$ cat src/rtl/alu_issue_ctrl.sv
// alu_issue_ctrl
//   Command issue and result-capture stage in front of the 32-bit registered ALU.
//   Commands arrive over a valid/ready handshake and wait in a circular FIFO.
//   One command at a time is driven onto the ALU operand/select registers. The
//   ALU's registered result is captured two edges later and offered on a
//   valid/ready result port, tagged with its opcode.
//
// Ports
//   clk, rst          clock; asynchronous active-high reset
//   i_cmd_valid       command present
//   o_cmd_ready       command accepted when high (low in reset and when FIFO full)
//   i_cmd_a/b/op      operands and ALU select code (legal 0..8)
//   o_alu_a/b/sel     registered operands/select to the ALU
//   i_alu_y           ALU registered result
//   o_res_valid       result held
//   i_res_ready       consumer accepts result
//   o_res_data/op     captured result and the opcode that produced it
//   o_err_illegal     one-cycle pulse after an accepted illegal opcode
//   o_count           FIFO occupancy
module alu_issue_ctrl #(
  parameter int unsigned DEPTH = 4
) (
  input  logic                    clk,
  input  logic                    rst,
  input  logic                    i_cmd_valid,
  output logic                    o_cmd_ready,
  input  logic [31:0]             i_cmd_a,
  input  logic [31:0]             i_cmd_b,
  input  logic [3:0]              i_cmd_op,
  output logic [31:0]             o_alu_a,
  output logic [31:0]             o_alu_b,
  output logic [3:0]              o_alu_sel,
  input  logic [31:0]             i_alu_y,
  output logic                    o_res_valid,
  input  logic                    i_res_ready,
  output logic [31:0]             o_res_data,
  output logic [3:0]              o_res_op,
  output logic                    o_err_illegal,
  output logic [$clog2(DEPTH):0]  o_count
);

  localparam int unsigned AW = $clog2(DEPTH);
  localparam int unsigned CW = AW + 1;

  typedef enum logic [1:0] {StIdle, StExec, StCapt} state_e;

  state_e        r_state;
  state_e        w_state_next;

  logic [31:0]   r_mem_a  [DEPTH];
  logic [31:0]   r_mem_b  [DEPTH];
  logic [3:0]    r_mem_op [DEPTH];
  logic [AW-1:0] r_wr_ptr;
  logic [AW-1:0] r_rd_ptr;
  logic [CW-1:0] r_count;

  logic [31:0]   r_alu_a;
  logic [31:0]   r_alu_b;
  logic [3:0]    r_alu_sel;
  logic [3:0]    r_op_track;
  logic          r_res_valid;
  logic [31:0]   r_res_data;
  logic [3:0]    r_res_op;
  logic          r_err_illegal;

  logic          w_push;
  logic          w_legal;
  logic          w_enq;
  logic          w_pop;
  logic          w_capture;

  assign o_cmd_ready = !rst && (r_count != CW'(DEPTH));
  assign w_push      = i_cmd_valid && o_cmd_ready;
  assign w_legal     = (i_cmd_op <= 4'd8);
  // Illegal opcodes are consumed by the handshake but never stored.
  assign w_enq       = w_push && w_legal;

  // ---------------------------------------------------------------------------
  // FSM: state register
  // ---------------------------------------------------------------------------
  always_ff @(posedge clk or posedge rst) begin
    if (rst) begin
      r_state <= StIdle;
    end else begin
      r_state <= w_state_next;
    end
  end

  // FSM: next-state logic
  always_comb begin
    w_state_next = r_state;
    unique case (r_state)
      StIdle: if (r_count != '0) w_state_next = StExec;
      StExec: w_state_next = StCapt;
      StCapt: if (!r_res_valid || i_res_ready) w_state_next = StIdle;
      default: w_state_next = StIdle;
    endcase
  end

  // FSM: control strobes
  always_comb begin
    w_pop     = 1'b0;
    w_capture = 1'b0;
    unique case (r_state)
      StIdle: w_pop = (r_count != '0);
      StExec: ;
      // Stalling here is safe: alu_* are held, so alu_y stays stable.
      StCapt: w_capture = !r_res_valid || i_res_ready;
      default: ;
    endcase
  end

  // ---------------------------------------------------------------------------
  // Command FIFO
  // ---------------------------------------------------------------------------
  always_ff @(posedge clk) begin
    if (w_enq) begin
      r_mem_a[r_wr_ptr]  <= i_cmd_a;
      r_mem_b[r_wr_ptr]  <= i_cmd_b;
      r_mem_op[r_wr_ptr] <= i_cmd_op;
    end
  end

  always_ff @(posedge clk or posedge rst) begin
    if (rst) begin
      r_wr_ptr <= '0;
      r_rd_ptr <= '0;
      r_count  <= '0;
    end else begin
      if (w_enq) r_wr_ptr <= r_wr_ptr + AW'(1);
      if (w_pop) r_rd_ptr <= r_rd_ptr + AW'(1);
      unique case ({w_enq, w_pop})
        2'b10:   r_count <= r_count + CW'(1);
        2'b01:   r_count <= r_count - CW'(1);
        default: r_count <= r_count;
      endcase
    end
  end

  // ---------------------------------------------------------------------------
  // Issue and capture datapath
  // ---------------------------------------------------------------------------
  always_ff @(posedge clk or posedge rst) begin
    if (rst) begin
      r_alu_a       <= '0;
      r_alu_b       <= '0;
      r_alu_sel     <= '0;
      r_op_track    <= '0;
      r_res_valid   <= 1'b0;
      r_res_data    <= '0;
      r_res_op      <= '0;
      r_err_illegal <= 1'b0;
    end else begin
      if (w_pop) begin
        r_alu_a    <= r_mem_a[r_rd_ptr];
        r_alu_b    <= r_mem_b[r_rd_ptr];
        r_alu_sel  <= r_mem_op[r_rd_ptr];
        r_op_track <= r_mem_op[r_rd_ptr];
      end
      // A capture on the same edge as a consume keeps valid high with new data.
      if (w_capture) begin
        r_res_valid <= 1'b1;
        r_res_data  <= i_alu_y;
        r_res_op    <= r_op_track;
      end else if (i_res_ready) begin
        r_res_valid <= 1'b0;
      end
      r_err_illegal <= w_push && !w_legal;
    end
  end

  assign o_alu_a       = r_alu_a;
  assign o_alu_b       = r_alu_b;
  assign o_alu_sel     = r_alu_sel;
  assign o_res_valid   = r_res_valid;
  assign o_res_data    = r_res_data;
  assign o_res_op      = r_res_op;
  assign o_err_illegal = r_err_illegal;
  assign o_count       = r_count;

endmodule
$ cat config.mk
export PLATFORM = sky130hd
export DESIGN_NAME = alu_issue_ctrl
export DESIGN_NICKNAME = d
export VERILOG_FILES = /design/src/rtl/alu_issue_ctrl.sv
export SDC_FILE = /design/constraint.sdc
export NUM_CORES = 1
export LEC_CHECK = 0
export BUFFER_PORTS_ARGS = -buffer_cell sky130_fd_sc_hd__buf_2
export CORE_ASPECT_RATIO = 1.5
export CORE_MARGIN = 2
export CORE_UTILIZATION = 63
export CTS_BUF_LIST = sky130_fd_sc_hd__clkbuf_2
export DETAILED_ROUTE_END_ITERATION = 12
export GPL_ROUTABILITY_DRIVEN = 0
export PLACE_DENSITY = 0.87
export SLEW_MARGIN = 20
export SYNTH_ARGS = -nofsm -noshare
export SYNTH_HDL_FRONTEND = slang
export SYNTH_SLANG_ARGS = --single-unit
$ cat constraint.sdc
create_clock -name clk -period 5.8 [get_ports clk]
set_clock_uncertainty 0.1 [all_clocks]
set_input_delay 1.16 -clock clk [delete_from_list [all_inputs] [get_ports clk]]
set_output_delay 1.16 -clock clk [all_outputs]
set_load 0.05 [all_outputs]
### After elaboration in Yosys (flattened, before gate mapping)

Memories as Yosys holds them, arrays and structs flattened. A register that Yosys moved wholly into a read port is not among the register bits.
Index checks and enable logic that the tools add are counted.

* memory bits (read-only): 0
* bits in registers: 47
* word-level logic and storage cells: 46
* input port bits: 104
* output and inout port bits: 110
* RAM bits: 272
* memories kept: 3
* bits in latches: 0

Memory list
* r_mem_a: depth 4, width 32, rd ports 1, clocked after memory_dff 1, wr ports 1, line 50 `logic [31:0] r_mem_a [DEPTH];`
* r_mem_b: depth 4, width 32, rd ports 1, clocked after memory_dff 1, wr ports 1, line 51 `logic [31:0] r_mem_b [DEPTH];`
* r_mem_op: depth 4, width 4, rd ports 1, clocked after memory_dff 1, wr ports 1, line 52 `logic [3:0] r_mem_op [DEPTH];`

* shift operators: 0
* add/subtract/negate cells: 4
* multiply operators: 0
* div/mod/pow operators: 0
* equal/unequal tests: 7
* multiplexer cells: 10
* bitwise gates (word level): 0
* order comparisons: 1
* reduce and logical (&&, ||, !) cells: 13

Operators by type and width (number)
* $mux W1: 6
* $pmux W2 S3: 1
* $pmux W3 S2: 1
* $add A2 B1 Y2 const B: 2
* $eq A2 B1 Y1 const B: 2
* $eq A2 B2 Y1 const B: 2
* $le A4 B4 Y1 const B: 1
* $logic_and A1 B1 Y1: 4
* $mux W2: 2
* $ne A2 B2 Y1 const B: 2
* $reduce_bool A2 Y1: 2
* $add A3 B1 Y3 const B: 1
* $logic_not A1 Y1: 3
* $ne A3 B3 Y1 const B: 1
* $reduce_bool A3 Y1: 1
* $sub A3 B1 Y3 const B: 1
* $logic_not A2 Y1: 1
* $reduce_and A2 Y1: 1
* $logic_or A1 B1 Y1: 1

### Longest topological paths before layout

Gate-level depths: netlist (run 1).

* depth in word-level cells: 6
* mapped depth: 9
* gate-level depth less buffers: 9

### Worst setup path before layout (run 1)

No wires, ideal clock.

* kind: input port to flip-flop
* from: in i_cmd_op[0]
* to: mem r_mem_a[0][0], enable pin
* buffers on the path: 0
* setup slack: 1.787 ns
* required time: 5.267 ns
* arrival time: 3.479 ns
* cell stages on the path: 3
* setup time: 0.433 ns
* cells stage by stage: o31a_1 -> nor4b_4 -> and2_1

* cells in the longest elaborated chain, start to end: 4

Ends and longest elaborated chain
* start, declared: line 29 `input logic [3:0] i_cmd_op,`
* $le A4 B4 Y1: line 74 `assign w_legal = (i_cmd_op <= 4'd8);`
* $logic_and A1 B1 Y1: line 76 `assign w_enq = w_push && w_legal;`
* $mux W1: line 117 `if (w_enq) begin`
* $mux W1 (not written as such): line 118 `r_mem_a[r_wr_ptr] <= i_cmd_a;`
* end, declared: line 50

No other way between the ends.

### Worst setup path in the final report (run 1)

* from: reg r_count[0], in the netlist o_count[0]
* to: out o_cmd_ready

* cells in the longest elaborated chain, start to end: 2

Ends and longest elaborated chain
* start, declared: line 55 `logic [CW-1:0] r_count;`
* start signal, assigned: line 133 `2'b10: r_count <= r_count + CW'(1);`
* start signal, assigned: line 134 `2'b01: r_count <= r_count - CW'(1);`
* start signal, assigned: line 135 `default: r_count <= r_count;`
* $ne A3 B3 Y1: line 72 `assign o_cmd_ready = !rst && (r_count != CW'(DEPTH));`
* $logic_and A1 B1 Y1: line 72
* end, declared: line 26 `output logic o_cmd_ready,`

No other way between the ends.

==> impl_metrics.tcl, run 1 <==
set metrics [dict create \
    cp_cell_sequence "nor3b_1 > nor2_1 > buf_2" \
    pwr_density_cell_mw_per_mm2 563 \
    fin_nets 1013 \
    drc 0 \
    synth.ff_latch_count 387 \
    die_width_um 127 \
    slowest_stage "dfrtp_1" \
    die-area_sq_mm 0.0241 \
    num_io_pins 214 \
    grt_pass1_vias 7357 \
    outcome "complete, no violations" \
    post-dp-hpwl_um 14900 \
    maxCapViolCount 0 \
    worst_pin_slew_ps 1060 \
    setup_viol 0 \
    drt-initial-drc-count 347 \
    yosys_warnings 0 \
    overflow 0 \
    drive_above_1_share_pct 54.6 \
    netlist_area_sq_mm 0.0144 \
    max_slew_margin_pct 29.3 \
    ys_top_cells_by_count "272 x edfxtp_1, 115 x dfrtp_1, 89 x mux2_2" \
    antenna_found_initial 4 \
    syn2layout_area_growth_pct 14.0 \
    p_clk_share_pct 17.3 \
    ys_top_cells_by_area "edfxtp_1 57%, dfrtp_1 20%, mux4_2 11%" \
    end_kind "output pin" \
    ir_drop_uv 338 \
    finalPower_mw 9.23 \
    post-route-period-util_pct 56.9 \
    cts_resized 0 \
    p_comb_share_pct 40.1 \
    vias_per_cell 5.55 \
    cts.htree.levels 3 \
    drtPass1Iterations 4 \
    ys_seq_area_share_pct 76.8 \
    ys.flop_type "edfxtp_1" \
    crit_type "reg2out" \
    hold_viol 0 \
    grt_setup_unrepaired "no" \
    switching_share_pct 39.6 \
    critPathLaunchType "flop" \
    crit_required_ps 4540 \
    track_usage_pct 21.4 \
    netSwitchingPower_mw 3.66 \
    postRouteAntennaNets 0 \
    vias 6947 \
    seqPwrFrac_pct 42.5 \
    cts_tree "yes" \
    yosys.area.top_type "edfxtp_1" \
    die_y_um 189 \
    critPathMaxStageDelay_ps 450 \
    tns_ps 0 \
    portBuffers 213 \
    crit_path_max_fanout 5 \
    max-clock-path-buffers 3 \
    cts-root-buf "clkbuf_2" \
    path_clk_slew_ps 120 \
    arrival_ps 2040 \
    totalWireLength_um 25000 \
    period_needed_ps 3300 \
    wl_per_cell_um 20.0 \
    yosysMostFrequentCell "edfxtp_1" \
    synth_cells 627 \
    p_int_mw 5.57 \
    ys_types 29 \
    cts_buffers 84 \
    synth_edf_count 272 \
    async_flop_share_pct 29.7 \
    clk_latency_ps 840 \
    core_sq_mm 0.0224 \
    synth_fp_nets 737 \
    post-cts-setup-buffers 0 \
    start_util_pct 64.3 \
    num_rows 67 \
    fmax_mhz 303 \
    grt_max_degree 70 \
    netlist.area_leader.share_pct 56.8 \
    grt_pass1_wl_um 38900 \
    holdBufCountCts 0 \
    syn_avg_cell_area_sq_um 22.9 \
    hp-class "in2async" \
    slew_violations 0 \
    p_leak_nw 6.33 \
    clock-sinks 387 \
]
sequential cells by signal (all words and copies together), names as in the netlist, 2 cells and up:
signal / flops
o_alu_a: 32
o_count: 3
o_alu_b: 32
r_mem_op: 16
r_mem_b: 128
r_state: 2
r_rd_ptr: 2
r_op_track: 4
r_wr_ptr: 2
o_res_op: 4
r_mem_a: 128
o_res_data: 32
power by group through the flow:
| stage | combinational [mW] | clock [mW] | sequential (mW) |
|---|---|---|---|
| global route | 3.90 | 1.78 | 4.00 |
| finish | 3.70 | 1.60 | 3.92 |
| detailed placement | 3.67 | 0 | 4.05 |
| CTS | 3.68 | 1.66 | 3.99 |
| global placement | 3.61 | 0 | 4.03 |
| floorplan | 1.81 | 0 | 5.18 |
cell usage in the layout, fill, tap and decap left out, drive strengths merged:
cell type  instances
edfxtp           272
buf              217
clkbuf           125
dfrtp            115
mux2             105
mux4              68
clkinv            28
inv                8
ha                 5
diode              4
and2               4
nand2b             3
xnor2              3
xor2               3
nor3               3
nor2               2
nor2b              1
nor3b              1
o31a               1
nor4b              1
and3               1
mux2i              1
nand2              1
or4b               1
o21ai              1
fa                 1
bufinv             1
per-layer routing:
layer,vias up,GRT usage (%),routed length [um]
met3,49,6.10,1730
met2,267,36.6,13200
met1,3496,24.9,9410
li1,3133,-,-
met5,-,0,13
met4,2,9.97,708
layout make-up:
type	count	area [sq um]
Antenna cell	4	10.0
Clock buffer	125	626
Clock inverter	30	143
Fill cell	1355	5980
Inverter	7	28.8
Multi-Input combinational cell	206	3090
Sequential cell	387	11100
Tap cell	276	345
Timing Repair Buffer	217	1110
stage by stage:
stage	utilization [%]	hold WS (ps)	area, sq um	worst slack, ps	std cells
2_1_floorplan	-	420	14400	1500	627
3_3_place_gp	69.7	383	15600	2310	1092
3_5_place_dp	69.7	390	15600	2250	1092
4_1_cts	73.2	315	16400	2380	1247
5_1_grt	73.3	327	16400	2290	1250
6_report	73.3	401	16400	2500	1252
critical path: cells and delay by family (launching register included):
family,cells,cell delay [ps]
and+or+nand+nor,2,540
DFF,1,450
buffers and inverters,1,230
logic make-up after synthesis:
logic type,count (synthesis),share of synthesized area [%]
adder cells (fa/ha/maj),6,0.574
XOR/XNOR,6,0.365
AO/OA/AOI/OAI,2,0.0956
multiplexers,174,19.3
AND/OR/NAND/NOR,18,0.974
buffers and inverters,34,1.88
flip-flops,387,76.8
path summary, 6_finish.rpt:
check	startpoint	endpoint	slack (ps)	cells past startpoint
max	o_count[0]$_DFFE_PP0P_	o_cmd_ready	2500	3
min	rst	o_alu_b[4]$_DFFE_PP0P_	400	2
max reg2reg	o_count[2]$_DFFE_PP0P_	r_mem_b[2][14]$_DFFE_PP_	3220	3
min reg2reg	o_res_data[4]$_DFFE_PP0P_	o_res_data[4]$_DFFE_PP0P_	410	1
max in group asynchronous	rst	o_res_data[6]$_DFFE_PP0P_	3990	3
min in group clk	o_res_data[4]$_DFFE_PP0P_	o_res_data[4]$_DFFE_PP0P_	410	1
No activity file was read; power rests on OpenSTA's default activity.
==> run 2: changes to the inputs <==
CORE_UTILIZATION = 53   (was 63)
PLACE_DENSITY = 0.78   (was 0.87)
clock period = 2.9 ns   (was 5.8 ns; I/O delays follow)
==> run 2 against run 1 <==
  * Die area grew 18%
  * Sequential power grew 97%
  * Core utilization shrank 6.4 points
  * Routed wire length grew 15%
  * Combinational power grew 110%
  * Non-clock buffer count grew 118
  * Via count grew 7.7%
  * Global-route usage shrank 0.57 points
  * Hold slack lost 74 ps
  * Clock power grew 100%
  * Worst setup slack lost 2400 ps
  * Critical path type unchanged
  * Critical endpoint unchanged
  * Largest power group is now combinational cells
  * Highest routed layer is now met4
==> impl_metrics.tcl, run 2 (same netlist as run 1, synthesis figures left out) <==
set metrics [dict create \
    outcome "complete, no violations" \
    antenna_found_initial 4 \
    crit_type "reg2out" \
    crit_path_max_fanout 4 \
    syn2layout_area_growth_pct 23.5 \
    vias_per_cell 5.24 \
    final_cell_count_no_fill 1429 \
    final_cell_mix "272 x edfxtp_1, 213 x buf_2, 138 x clkbuf_2" \
    max_slew_margin_pct 57.0 \
    crit_required_ps 2220 \
    wl_per_cell_um 20.1 \
    multi_input_area_sq_mm 0.00309 \
    core_sq_mm 0.0266 \
    holdWs_ps 327 \
    grt_setup_unrepaired "no" \
    setup_viol 0 \
    slowest_stage "dfrtp_1" \
    fmax_mhz 362 \
    cts.htree.levels 3 \
    ir_drop_uv 848 \
    post-route-period-util_pct 95.2 \
    num_rows 73 \
    dp_slack_ps 346 \
    grt_max_degree 116 \
    die-area_sq_mm 0.0285 \
    postRouteAntennaNets 0 \
    hp-class "in2reg" \
    path_delay_family "simple AND/OR/NAND/NOR gates" \
    p_leak_nw 6.88 \
    drt-initial-drc-count 362 \
    portBuffers 213 \
    clk_latency_ps 900 \
    final_common_cell "edfxtp_1" \
    totalWireLength_um 28700 \
    period_needed_ps 2760 \
    overflow 0 \
    clock-sinks 387 \
    grt_pass1_vias 8266 \
    cts_buffers 84 \
    grt_pass1_wl_um 45000 \
    finalPower_mw 18.8 \
    hold_viol 0 \
    path_buf_inv 1 \
    end_kind "output pin" \
    seq_area_sq_mm 0.0111 \
    critPathLaunchType "flop" \
    cts_tree "yes" \
    maxCapViolCount 0 \
    cts-root-buf "clkbuf_2" \
    die_width_um 139 \
    path_clk_slew_ps 120 \
    drtPass1Iterations 4 \
    worst_pin_slew_ps 646 \
    start_util_pct 54.1 \
    vias 7483 \
    fin_nets 1131 \
    arrival_ps 2080 \
    track_usage_pct 20.8 \
    die_y_um 206 \
    tns_ps 0 \
    pwr_density_cell_mw_per_mm2 1060 \
    timing.final.ws_setup_ps 139 \
    drc 0 \
    slew_violations 0 \
    drive_above_1_share_pct 51.4 \
    num_io_pins 214 \
    critPathMaxStageDelay_ps 430 \
    dp.cells 1169 \
    cp_cell_sequence "nor3b_2 > nor2_1 > buf_2" \
    post-dp-hpwl_um 17600 \
    fill_cells 1762 \
    reg_top3 "r_mem_a: 128 flops, r_mem_b: 128 flops" \
    max-clock-path-buffers 3 \
]
## run 2: power by group
group          switching [mW]  total (mW)  internal [mW]  leakage (nW)
Combinational            4.87        7.91           3.04          2.48
Clock                    1.97        3.21           1.24         0.599
Sequential              0.666        7.71           7.05          3.80
Total                    7.51        18.8           11.3          6.88
## run 2: path summary, 6_finish.rpt
kind | start | to | slack, ps | depth (start not counted)
worst max-delay path | o_count[2]$_DFFE_PP0P_ | o_cmd_ready | 140 | 3
worst min-delay path | i_cmd_a[26] | r_mem_a[3][26]$_DFFE_PP_ | 330 | 2
worst max register to register | o_count[0]$_DFFE_PP0P_ | o_count[2]$_DFFE_PP0P_ | 650 | 10
worst min register to register | o_res_data[0]$_DFFE_PP0P_ | o_res_data[0]$_DFFE_PP0P_ | 410 | 1
max in group asynchronous | rst | o_alu_a[22]$_DFFE_PP0P_ | 1760 | 4
min in group asynchronous | rst | o_alu_b[9]$_DFFE_PP0P_ | 410 | 4
## run 2: area by class of cell
type	count	area share [%]
Sequential cell	387	62.2
Inverter	7	0.169
Timing Repair Buffer	335	13.6
Antenna cell	4	0.0563
Clock buffer	138	3.89
Tap cell	337	2.37
Multi-Input combinational cell	206	17.4
Clock inverter	15	0.373
## run 2: timing repair
| item | CTS | global route |
|---|---|---|
| gates resized for setup | 1 | 0 |
| hold endpoints to repair | 422 | 0 |
| hold buffers | 103 | 0 |
| setup endpoints to repair | 1 | 0 |
| buffers inserted | 0 | 0 |
## run 2: per-layer routing
| layer | global-route usage [%] | part of all wire [%] | vias up |
|---|---|---|---|
| li1 | - | - | 3370 |
| met1 | 23.6 | 37 | 3802 |
| met4 | 9.00 | 2.3 | 0 |
| met2 | 37.6 | 55 | 273 |
| met3 | 5.05 | 6.2 | 38 |
| met5 | 0 | 0 | - |
## run 2: through the flow
stage / util [%] / instance area, sq um
5_1_grt: 66.9 / 17800
3_3_place_gp: 60.1 / 16000
3_5_place_dp: 60.1 / 16000
2_1_floorplan: - / 14400
4_1_cts: 66.8 / 17800
6_report: 66.9 / 17800
## run 2: worst register-to-register path, stage by stage, from the launching register on
cell	delay, ps
dfrtp_1	460
nor3b_2	300
nor4b_4	80
buf_4	170
inv_1	60
ha_1	170
inv_1	60
fa_1	370
xor2_1	150
nor2_1	110
xor2_1	140
==> run 3: changes to the inputs <==
CORE_MARGIN = 8   (was 2)
RECOVER_POWER = 25   (was unset)
==> run 3 against run 2 <==
  * First-iteration DRC count down 7.7%
  * Sequential share of layout area shrank 0.37 points
  * Core utilization decreased by 0.51 points
  * Total power increased by 2.6%
  * Combinational power is essentially flat
  * Global-route usage decreased by 1.7 points
==> impl_metrics.tcl, run 3 (same netlist as run 1, synthesis figures left out) <==
set metrics [dict create \
    vias 7441 \
    fin_nets 1133 \
    multi_input_area_sq_mm 0.00309 \
    start_util_pct 53.4 \
    p_comb_share_pct 40.9 \
    grt_setup_unrepaired "no" \
    arrival_ps 2030 \
    reg2reg_to "o_count[2]$_DFFE_PP0P_" \
    crit_required_ps 2220 \
    drc 0 \
    cts_tree "yes" \
    holdWs_ps 297 \
    p_clk_share_pct 18.9 \
    hold_viol 0 \
    die-area_sq_mm 0.0328 \
    cp_cell_sequence "nor3b_2 > nor2_1 > buf_4" \
    num_rows 74 \
    final_common_cell "edfxtp_1" \
    outcome "complete, no violations" \
    rrSetupSlack_ps 650 \
    die_y_um 218 \
    fmax_mhz 369 \
    core_sq_mm 0.0269 \
    critPathLaunchType "flop" \
    die_width_um 151 \
    fill_cells 1801 \
    p_int_mw 11.7 \
    drt-initial-drc-count 334 \
    postRouteAntennaNets 0 \
    grt_max_degree 89 \
    antenna_found_initial 4 \
    grt_pass1_wl_um 47300 \
    grt_pass1_vias 8635 \
    portBuffers 213 \
    dpl_cell_area_sq_mm 0.0160 \
    crit_path_max_fanout 4 \
    cts-root-buf "clkbuf_2" \
    drive_above_1_share_pct 45.4 \
    vias_per_cell 5.16 \
    p_leak_nw 6.79 \
    ir_drop_uv 1020 \
    seqPwrFrac_pct 40.1 \
    clock-sinks 387 \
    maxCapViolCount 0 \
    setup_viol 0 \
    switching_share_pct 39.4 \
    netSwitchingPower_mw 7.61 \
    slew_violations 0 \
    crit_type "reg2out" \
    track_usage_pct 19.1 \
    max_slew_margin_pct 66.6 \
    overflow 0 \
    totalWireLength_um 30300 \
    cts_buffers 85 \
    end_kind "output pin" \
    num_io_pins 214 \
    period_needed_ps 2710 \
    final_cell_mix "272 x edfxtp_1, 151 x buf_2, 129 x clkbuf_2" \
    design_area_sq_mm 0.0179 \
    tns_ps 0 \
    clk_latency_ps 910 \
    hp-class "in2async" \
    post-route-period-util_pct 93.5 \
    slowest_stage "dfrtp_1" \
    rr_worst_depth 10 \
    pwr_density_cell_mw_per_mm2 1080 \
    worstReg2RegStart "o_count[0]$_DFFE_PP0P_" \
    path_clk_slew_ps 130 \
    max-clock-path-buffers 3 \
    critPathMaxStageDelay_ps 440 \
    syn2layout_area_growth_pct 24.3 \
    worst_pin_slew_ps 501 \
    drtPass1Iterations 6 \
    cts.htree.levels 3 \
    wl_per_cell_um 21.1 \
    seq_area_sq_mm 0.0111 \
    post-cts-setup-buffers 0 \
    post-dp-hpwl_um 19400 \
    reg_top3 "r_mem_a: 128 flops, r_mem_b: 128 flops" \
]
## run 3: cell types whose count changed in the layout (fill, tap and decap cells not counted), sizes merged
cell | before | now
clkinvlp | 3 | 1
clkbuf | 138 | 190
clkinv | 13 | 22
inv | 6 | 9
buf | 232 | 172
bufinv | 0 | 5
## run 3: cell type report
type | count | share of cell area (%)
tap | 342 | 2.39
clock inverter | 30 | 1.41
sequential | 387 | 61.8
antenna | 4 | 0.0560
multi-input combinational | 206 | 17.3
timing repair buffer | 336 | 13.3
clock buffer | 129 | 3.61
inverter | 7 | 0.168
## run 3: power by group through the flow
stage | Combinational [mW] | Clock [mW] | Sequential [mW]
after detailed placement | 7.89 | 0 | 7.88
after CTS | 8.02 | 3.79 | 7.76
final | 7.90 | 3.66 | 7.76
after floorplan | 3.62 | 0 | 10.4
after global placement | 7.78 | 0 | 7.83
after global routing | 8.33 | 4.08 | 7.90
## run 3: worst max-delay path by stage
stage	cells after the start	endpoint	from
after CTS	3	o_cmd_ready	o_count[2]$_DFFE_PP0P_
after global placement	11	o_count[2]$_DFFE_PP0P_	i_cmd_op[0]
final	3	o_cmd_ready	o_count[2]$_DFFE_PP0P_
after detailed placement	11	o_count[2]$_DFFE_PP0P_	i_cmd_op[0]
after global routing	3	o_cmd_ready	o_count[2]$_DFFE_PP0P_
after floorplan	3	r_mem_a[0][0]$_DFFE_PP_	o_count[0]$_DFFE_PP0P_
## run 3: what timing repair did
item,4_1_cts,5_1_grt
setup endpoints to repair,1,0
gates resized for setup,2,0
hold buffers,103,0
endpoints found under the hold margin,422,0
## run 3: worst max-delay path: cells and delay by family (launching register included)
family,cells,cell delay [ps]
AND/OR/NAND/NOR,2,430
flip-flops,1,440
buffers and inverters,1,260
## run 3: per-stage QoR
stage	total power [mW]	setup slack [ps]	utilization (%)	cells
finish	19.3	188	66.4	1441
global route	20.3	42.9	66.4	1440
global placement	15.6	387	59.4	1175
floorplan	14.0	174	-	627
detailed placement	15.8	348	59.4	1175
CTS	19.6	45.1	66.6	1437
## run 3: layer usage
layer  vias to the layer above  wire, um  global-route usage [%]
met3                        53      1890                    4.78
li1                       3374         -                       -
met2                       233     17000                    35.2
met1                      3779     10800                    20.5
met5                         -         8                       0
met4                         2       641                    7.26
